--- src/rtl/ov5640_frame_crop.sv ---
// rtl/ov5640_frame_crop.sv - crops a fixed window out of a camera pixel stream into a write FIFO
module ov5640_frame_crop #(
    parameter int X_START = 0,
    parameter int Y_START = 0,
    parameter int WIN_W   = 1280,
    parameter int WIN_H   = 720
) (
    input  logic        cam_pclk,
    input  logic        rst,
    input  logic        in_ce,
    input  logic        in_vsync,
    input  logic        in_href,
    input  logic        in_de,
    input  logic [23:0] in_data,
    input  logic        fifo_full,
    output logic        wr_en,
    output logic [25:0] wr_data,
    output logic        frame_done,
    output logic        short_frame,
    output logic        overflow,
    output logic [7:0]  drop_cnt
);

    typedef enum logic [1:0] {
        IDLE   = 2'd0,
        ACTIVE = 2'd1,
        DROP   = 2'd2
    } state_t;

    // Window bounds held at 13 bits so X_START+WIN_W never wraps the compare.
    localparam logic [12:0] X_LO   = 13'(X_START);
    localparam logic [12:0] Y_LO   = 13'(Y_START);
    localparam logic [12:0] W13    = 13'(WIN_W);
    localparam logic [12:0] H13    = 13'(WIN_H);
    localparam logic [12:0] X_LAST = 13'(X_START + WIN_W - 1);
    localparam logic [12:0] Y_LAST = 13'(Y_START + WIN_H - 1);
    localparam logic [11:0] CNT_MAX = 12'hFFF;

    state_t      state_q, state_d;
    logic        vsync_q, href_q;
    logic [11:0] x_q, x_d, y_q, y_d;
    logic        wr_en_q, wr_en_d;
    logic [25:0] wr_data_q, wr_data_d;
    logic        frame_done_q, frame_done_d;
    logic        short_q, short_d;
    logic        ovf_q, ovf_d;
    logic [7:0]  drop_q, drop_d;

    logic        frame_start, line_end, pix_ev;
    logic [12:0] x_ext, y_ext;
    logic        in_win, is_sof, is_eol, is_last;

    // Edge detection, window position decode and all next-state decisions.
    always_comb begin
        frame_start = vsync_q & ~in_vsync;
        line_end    = href_q & ~in_href;
        pix_ev      = in_ce & in_de & in_href;
        x_ext       = {1'b0, x_q};
        y_ext       = {1'b0, y_q};
        // Unsigned subtraction wraps far above any legal width when below the start.
        in_win      = ((x_ext - X_LO) < W13) && ((y_ext - Y_LO) < H13);
        is_sof      = (x_ext == X_LO) && (y_ext == Y_LO);
        is_eol      = (x_ext == X_LAST);
        is_last     = is_eol && (y_ext == Y_LAST);

        state_d      = state_q;
        x_d          = x_q;
        y_d          = y_q;
        wr_en_d      = 1'b0;
        wr_data_d    = wr_data_q;
        frame_done_d = 1'b0;
        short_d      = 1'b0;
        ovf_d        = ovf_q;
        drop_d       = drop_q;

        if (frame_start) begin
            x_d = 12'd0;
            y_d = 12'd0;
        end else if (line_end) begin
            x_d = 12'd0;
            if (x_q != 12'd0 && y_q != CNT_MAX) begin
                y_d = y_q + 12'd1;
            end
        end else if (pix_ev && x_q != CNT_MAX) begin
            x_d = x_q + 12'd1;
        end

        // Frame start overrides any pixel decision in the same cycle.
        if (frame_start) begin
            ovf_d   = 1'b0;
            state_d = ACTIVE;
            if (state_q == ACTIVE) begin
                short_d = 1'b1;
            end
        end else begin
            case (state_q)
                ACTIVE: begin
                    if (pix_ev && in_win) begin
                        if (fifo_full) begin
                            ovf_d   = 1'b1;
                            state_d = DROP;
                            if (drop_q != 8'hFF) begin
                                drop_d = drop_q + 8'd1;
                            end
                        end else begin
                            wr_en_d   = 1'b1;
                            wr_data_d = {is_sof, is_eol, in_data};
                            if (is_last) begin
                                frame_done_d = 1'b1;
                                state_d      = IDLE;
                            end
                        end
                    end
                end
                default: begin
                end
            endcase
        end
    end

    // State, counters, edge history and registered outputs.
    always_ff @(posedge cam_pclk) begin
        if (rst) begin
            state_q      <= IDLE;
            vsync_q      <= 1'b0;
            href_q       <= 1'b0;
            x_q          <= 12'd0;
            y_q          <= 12'd0;
            wr_en_q      <= 1'b0;
            wr_data_q    <= 26'd0;
            frame_done_q <= 1'b0;
            short_q      <= 1'b0;
            ovf_q        <= 1'b0;
            drop_q       <= 8'd0;
        end else begin
            state_q      <= state_d;
            vsync_q      <= in_vsync;
            href_q       <= in_href;
            x_q          <= x_d;
            y_q          <= y_d;
            wr_en_q      <= wr_en_d;
            wr_data_q    <= wr_data_d;
            frame_done_q <= frame_done_d;
            short_q      <= short_d;
            ovf_q        <= ovf_d;
            drop_q       <= drop_d;
        end
    end

    assign wr_en       = wr_en_q;
    assign wr_data     = wr_data_q;
    assign frame_done  = frame_done_q;
    assign short_frame = short_q;
    assign overflow    = ovf_q;
    assign drop_cnt    = drop_q;

endmodule

--- config.mk ---
export PLATFORM = sky130hd
export DESIGN_NAME = ov5640_frame_crop
export DESIGN_NICKNAME = d
export VERILOG_FILES = /design/src/rtl/ov5640_frame_crop.sv
export SDC_FILE = /design/constraint.sdc
export NUM_CORES = 1
export LEC_CHECK = 0
export BUFFER_PORTS_ARGS = -buffer_cell sky130_fd_sc_hd__buf_4
export CAP_MARGIN = 0
export CORE_MARGIN = 1.5
export CORE_UTILIZATION = 35
export CTS_BUF_LIST = sky130_fd_sc_hd__clkbuf_16
export CTS_CLUSTER_DIAMETER = 50
export DETAILED_ROUTE_END_ITERATION = 10
export PLACE_DENSITY_LB_ADDON = 0.08
export SLEW_MARGIN = 20
export SYNTH_ARGS = -nofsm -noshare
export SYNTH_HDL_FRONTEND = slang
export SYNTH_SLANG_ARGS = --single-unit
--- constraint.sdc ---
create_clock -name cam_pclk -period 4.1 [get_ports cam_pclk]
set_input_delay 0 -clock cam_pclk [delete_from_list [all_inputs] [get_ports cam_pclk]]
set_output_delay 0 -clock cam_pclk [all_outputs]
set_load 0.01 [all_outputs]
**After elaboration in Yosys (flattened, before gate mapping)**

Cells that the tools add are included.

- Output and inout port bits: 38
- Bits in writable memories: 0
- Memories: 0
- Bits in latches: 0
- Register bits: 66
- Memory bits (read-only): 0

- Reductions and logical operators: 24
- Equality and inequality tests: 6
- $mul: 0
- $add $sub $neg: 3
- Bitwise gates (word level): 10
- Multiplexer cells: 8
- Shift operators: 0
- Magnitude comparators: 2
- Div/mod/pow operators: 0

Operators by type and width:

| kind | count |
|---|---|
| 12-bit by 1-bit adder with 12-bit output, second input constant | 2 |
| 12-bit logical NOT | 2 |
| 12-bit inequality test, second input constant | 2 |
| 12-bit by 10-bit equality test with 1-bit output, second input constant | 1 |
| 12-bit by 11-bit equality test with 1-bit output, second input constant | 1 |
| 12-bit by 10-bit < comparator with 1-bit output, second input constant | 1 |
| 12-bit by 11-bit < comparator with 1-bit output, second input constant | 1 |
| 12-bit nonzero test | 1 |
| 3-bit AND reduction | 3 |
| 8-bit by 1-bit adder with 8-bit output, second input constant | 1 |
| 8-bit inequality test, second input constant | 1 |
| 1-bit logical AND | 6 |
| 1-bit 2-to-1 mux | 6 |
| 1-bit inverter | 6 |
| 2-bit nonzero test | 3 |
| 5-bit AND reduction | 1 |
| 5-bit OR reduction | 1 |
| 1-bit bitwise AND | 4 |
| 2-bit 2-to-1 mux | 2 |
| 4-bit AND reduction | 1 |
| 2-bit OR reduction | 2 |
| 4-bit OR reduction | 1 |
| 3-bit nonzero test | 1 |
| 3-bit OR reduction | 1 |
| other kinds (2) | 2 |

**Depth between registers and ports, before layout**

- Word-level depth: 7
- Depth in mapped cells: 7

**Worst setup path before layout**

OpenSTA, ideal clock, no wires.

- Path kind: register to register
- Start: register x_q[0]
- End: register x_q[9]
- Library setup time: 124 ps
- Arrival: 2027 ps
- Slack: 1949 ps
- Cell stages (with the launch flop): 8
- Cell sequence: dfxtp_1 > ha_1 > and4_1 > clkbuf_1 > a2111oi_0 > nand4_1 > xor2_1 > nor2_1

- Longest elaborated chain between the ends: 2
- Elaborated cells between the ends (all ways): 3

RTL lines:

| item | line | source |
|---|---|---|
| start, declared | 41 | `logic [11:0] x_q, x_d, y_q, y_d;` |
| start signal, assigned | 127 | `x_q <= 12'd0;` |
| start signal, assigned | 139 | `x_q <= x_d;` |
| parallel branches: the longest is 2 deep, another holds 12-bit by 1-bit adder with 12-bit output | n/a |  |

Several ways; the timed one is not identified.
A chain may end at the register's enable or synchronous reset.

**Worst setup path after layout**

- Start: register state_q[0]
- End: register frame_done_q (netlist: frame_done)

- Longest elaborated chain between the ends: 3

RTL lines:

| item | line | source |
|---|---|---|
| start, declared | 39 | `state_t state_q, state_d;` |
| start signal, assigned | 136 | `state_q <= state_d;` |
| 2-bit by 1-bit equality test with 1-bit output | 96 | `case (state_q)` |
| 1-bit inverter (no source line) | n/a |  |
| 5-bit OR reduction (no source line) | n/a |  |
| end signal, assigned | 143 | `frame_done_q <= frame_done_d;` |
| end, declared | 44 | `logic frame_done_q, frame_done_d;` |

Every way passes these cells.

==> results.tsv <==
metric	value	unit
criticalPathCategory	reg2reg	
clockBufferDepth	2	
cp_data_required_time	4.37	ns
synth_cell_types	40	
drt_iter0_drc	69	
setup_viol_count_final	0	
routedWlPerCell	12.67	um
synth_seq_area_share	46.13	%
fp.coreArea	7807	um2
multiInputGateArea	1456	um2
cts-root-buf	clkbuf_16	
io_pins	69	
rows	32	
start_kind	register	
viasPerCell	4.896	
yosysTopAreaCellShare	46.13	%
antenna_left	0	
nFillCells	758	
hpwl	4.584	mm
critPathCaptureType	register	
synth_flop_cell	dfxtp_1	
io_buffers	68	
setup_slack	1.802	ns
cts_buffers	9	
grt_max_degree	43	
antennaDiodeCount	0	
seq_area	1321	um2
power.leakage	1.501	nW
antenna_found_initial	0	
start_util	36.68	%
grtUsageTotal	17.14	%
cellPowerDensity	360.1	nW/um2
finalMaxSlewViolations	0	
cts-resized-gates	0	
placed_cell_area	3456	um2
setup_tns	0	ns
chipWidth	93.46	um
synth.net_count	385	
cp_max_fo	28	
fmax	435.2	MHz
vdd_drop_max	0.0001987	V
clock-sinks	66	
tritoncts	done	
finClkSkew	0.006509	ns
final_layout_size_suffix_gt1_share	20.00	%
clk_pin_slew	0.05	ns
hold_viol_final	0	
maxSlewHeadroom	46.66	%
drt-total-wl	6.929	mm
cts_max_level	3	
die_area	8735	um2
grt_overflow_total	0	
drt_first_pass_iters	4	
hp-class	in2reg	
rsz0062_at_grt	false	
synth_edf_count	0	
min_period_over_period	56.04	%
num_vias	2678	
gp_congestion	0.8189	
arrival	2.56	ns
cap_viol_max_count	0	
yosysWarningCount	0	
dp_slack	1.808	ns
status	complete, no violations	
async_reset_ff_share	0	%
post-route-min-period	2.298	ns
nNetsFinal	477	
synth_seq_cells	66	
clk_latency	0.33	ns
die_h	93.46	um
synthCells	349	
synthTopCellsByArea	dfxtp_1 (46%), nand2_1 (9.0%), a21oi_1 (6.8%)	
synth.avg_cell_area	8.206	um2
tightest_slew	0.7981	ns
grt_pass1_vias	2422	
synth_top_area_cell	dfxtp_1	
grt_pass1_wl	11.72	mm
syn_area	2864	um2
drc_errors	0	
finish.instance_area	3994	um2
syn2layout_area_growth	39.45	%
per-stage QoR:
step	hold slack, ns	util (%)	instances	power (W)
4_1_cts	0.1160	51.14	547	0.001457
3_5_place_dp	0.2444	44.26	506	0.0007176
5_1_grt	0.1311	51.15	547	0.001490
2_1_floorplan	0.08030	-	349	0.0006846
3_3_place_gp	0.2304	44.26	506	0.0007178
6_report	0.1130	51.15	547	0.001438
cell usage in the layout, fill, tap and decap left out, types with 2 or more instances in the layout:
cell type and instances:
dlygate4sd3_1 26, nor2_1 31, o21ai_0 4, dfxtp_1 66, nand2b_1 3, nand3_1 20
o211ai_1 3, nand4_1 5, clkbuf_16 9, clkinv_2 2, a31oi_1 4, nand4b_1 3
a211oi_1 3, nor3_1 8, inv_1 11, ha_1 5, xor2_1 10, xnor2_1 4
nor4_1 2, or4_1 6, a21oi_1 39, o31ai_1 6, nand2_1 69, nor2b_1 4
nor4b_1 2, buf_4 69, or3_1 3, and4_1 5, nand3b_1 2, and3_1 6
where the power goes:
group          internal, W  switching, W  total [W]
Sequential        0.000646    0.00000199   0.000648
Clock             0.000457      0.000257   0.000714
Combinational    0.0000435     0.0000328  0.0000763
Total              0.00115      0.000292    0.00144
state kept, by name (all words and copies together) (netlist names), 2 cells and up:
signal,cells
y_q,12
state_q,2
x_q,12
drop_cnt,8
wr_data,26
critical path, stage by stage, from the launching register on:
cell	delay, ns
dfxtp_1	0.32
nor2b_1	0.23
nand4b_1	0.25
or4_2	0.99
nor2_1	0.22
and4_1	0.21
timing repair:
action | in CTS | in global routing
buffers inserted | 0 | 0
hold buffers | 26 | 0
endpoints found under the setup margin | 0 | 0
hold endpoints to repair | 27 | 0
synth_stat cells (2+ instances only):
| master | instances |
|---|---|
| o21ai_0 | 4 |
| clkbuf_1 | 13 |
| nand2b_1 | 3 |
| nor4b_1 | 2 |
| nand4b_1 | 3 |
| nor3_1 | 8 |
| nand2_1 | 69 |
| inv_1 | 9 |
| ha_1 | 5 |
| or3_1 | 3 |
| nor4_1 | 3 |
| nor2b_1 | 4 |
| nand4_1 | 5 |
| nor2_1 | 31 |
| a31oi_1 | 4 |
| or4_1 | 6 |
| o211ai_1 | 3 |
| xnor2_1 | 4 |
| nand3_1 | 20 |
| a211oi_1 | 3 |
| and4_1 | 5 |
| xor2_1 | 10 |
| dfxtp_1 | 66 |
| a21oi_1 | 39 |
| o31ai_1 | 6 |
| nand3b_1 | 2 |
| and3_1 | 6 |
logic make-up after synthesis:
group	count (synthesis)	synth area share, %
adder cells (fa/ha/maj)	5	2.184
XOR/XNOR	14	4.281
AND/OR/NAND/NOR	177	30.63
AO/OA/AOI/OAI	64	13.50
flip-flops	66	46.13
buffers and inverters	23	3.277
final timing paths:
check             slack (ns)  depth (start not counted)                       end                     start
hold reg to reg         0.45                          2  wr_data[21]$_SDFFE_PP0P_  wr_data[21]$_SDFFE_PP0P_
setup reg to reg        1.80                          5     frame_done$_SDFF_PP0_   state_q[0]$_SDFFE_PP0P_
setup / recovery        1.80                          5     frame_done$_SDFF_PP0_   state_q[0]$_SDFFE_PP0P_
hold / removal          0.11                          2    short_frame$_SDFF_PP0_                       rst
metal layers:
| metal | share of wire [%] | track usage (%) | vias up |
|---|---|---|---|
| li1 | - | - | 1412 |
| met1 | 49 | 21.95 | 1196 |
| met2 | 44 | 26.87 | 57 |
| met3 | 4.8 | 3.659 | 13 |
| met4 | 2.3 | 8.965 | 0 |
| met5 | 0 | 0 | - |
final cells by class:
class / count / area share, %
Clock inverter: 6 / 1.284
Sequential cell: 66 / 33.08
Timing Repair Buffer: 95 / 19.49
Multi-Input combinational cell: 260 / 36.47
Tap cell: 102 / 3.195
Clock buffer: 9 / 5.639
Inverter: 9 / 0.8459
No activity file was read; power rests on OpenSTA's default activity.
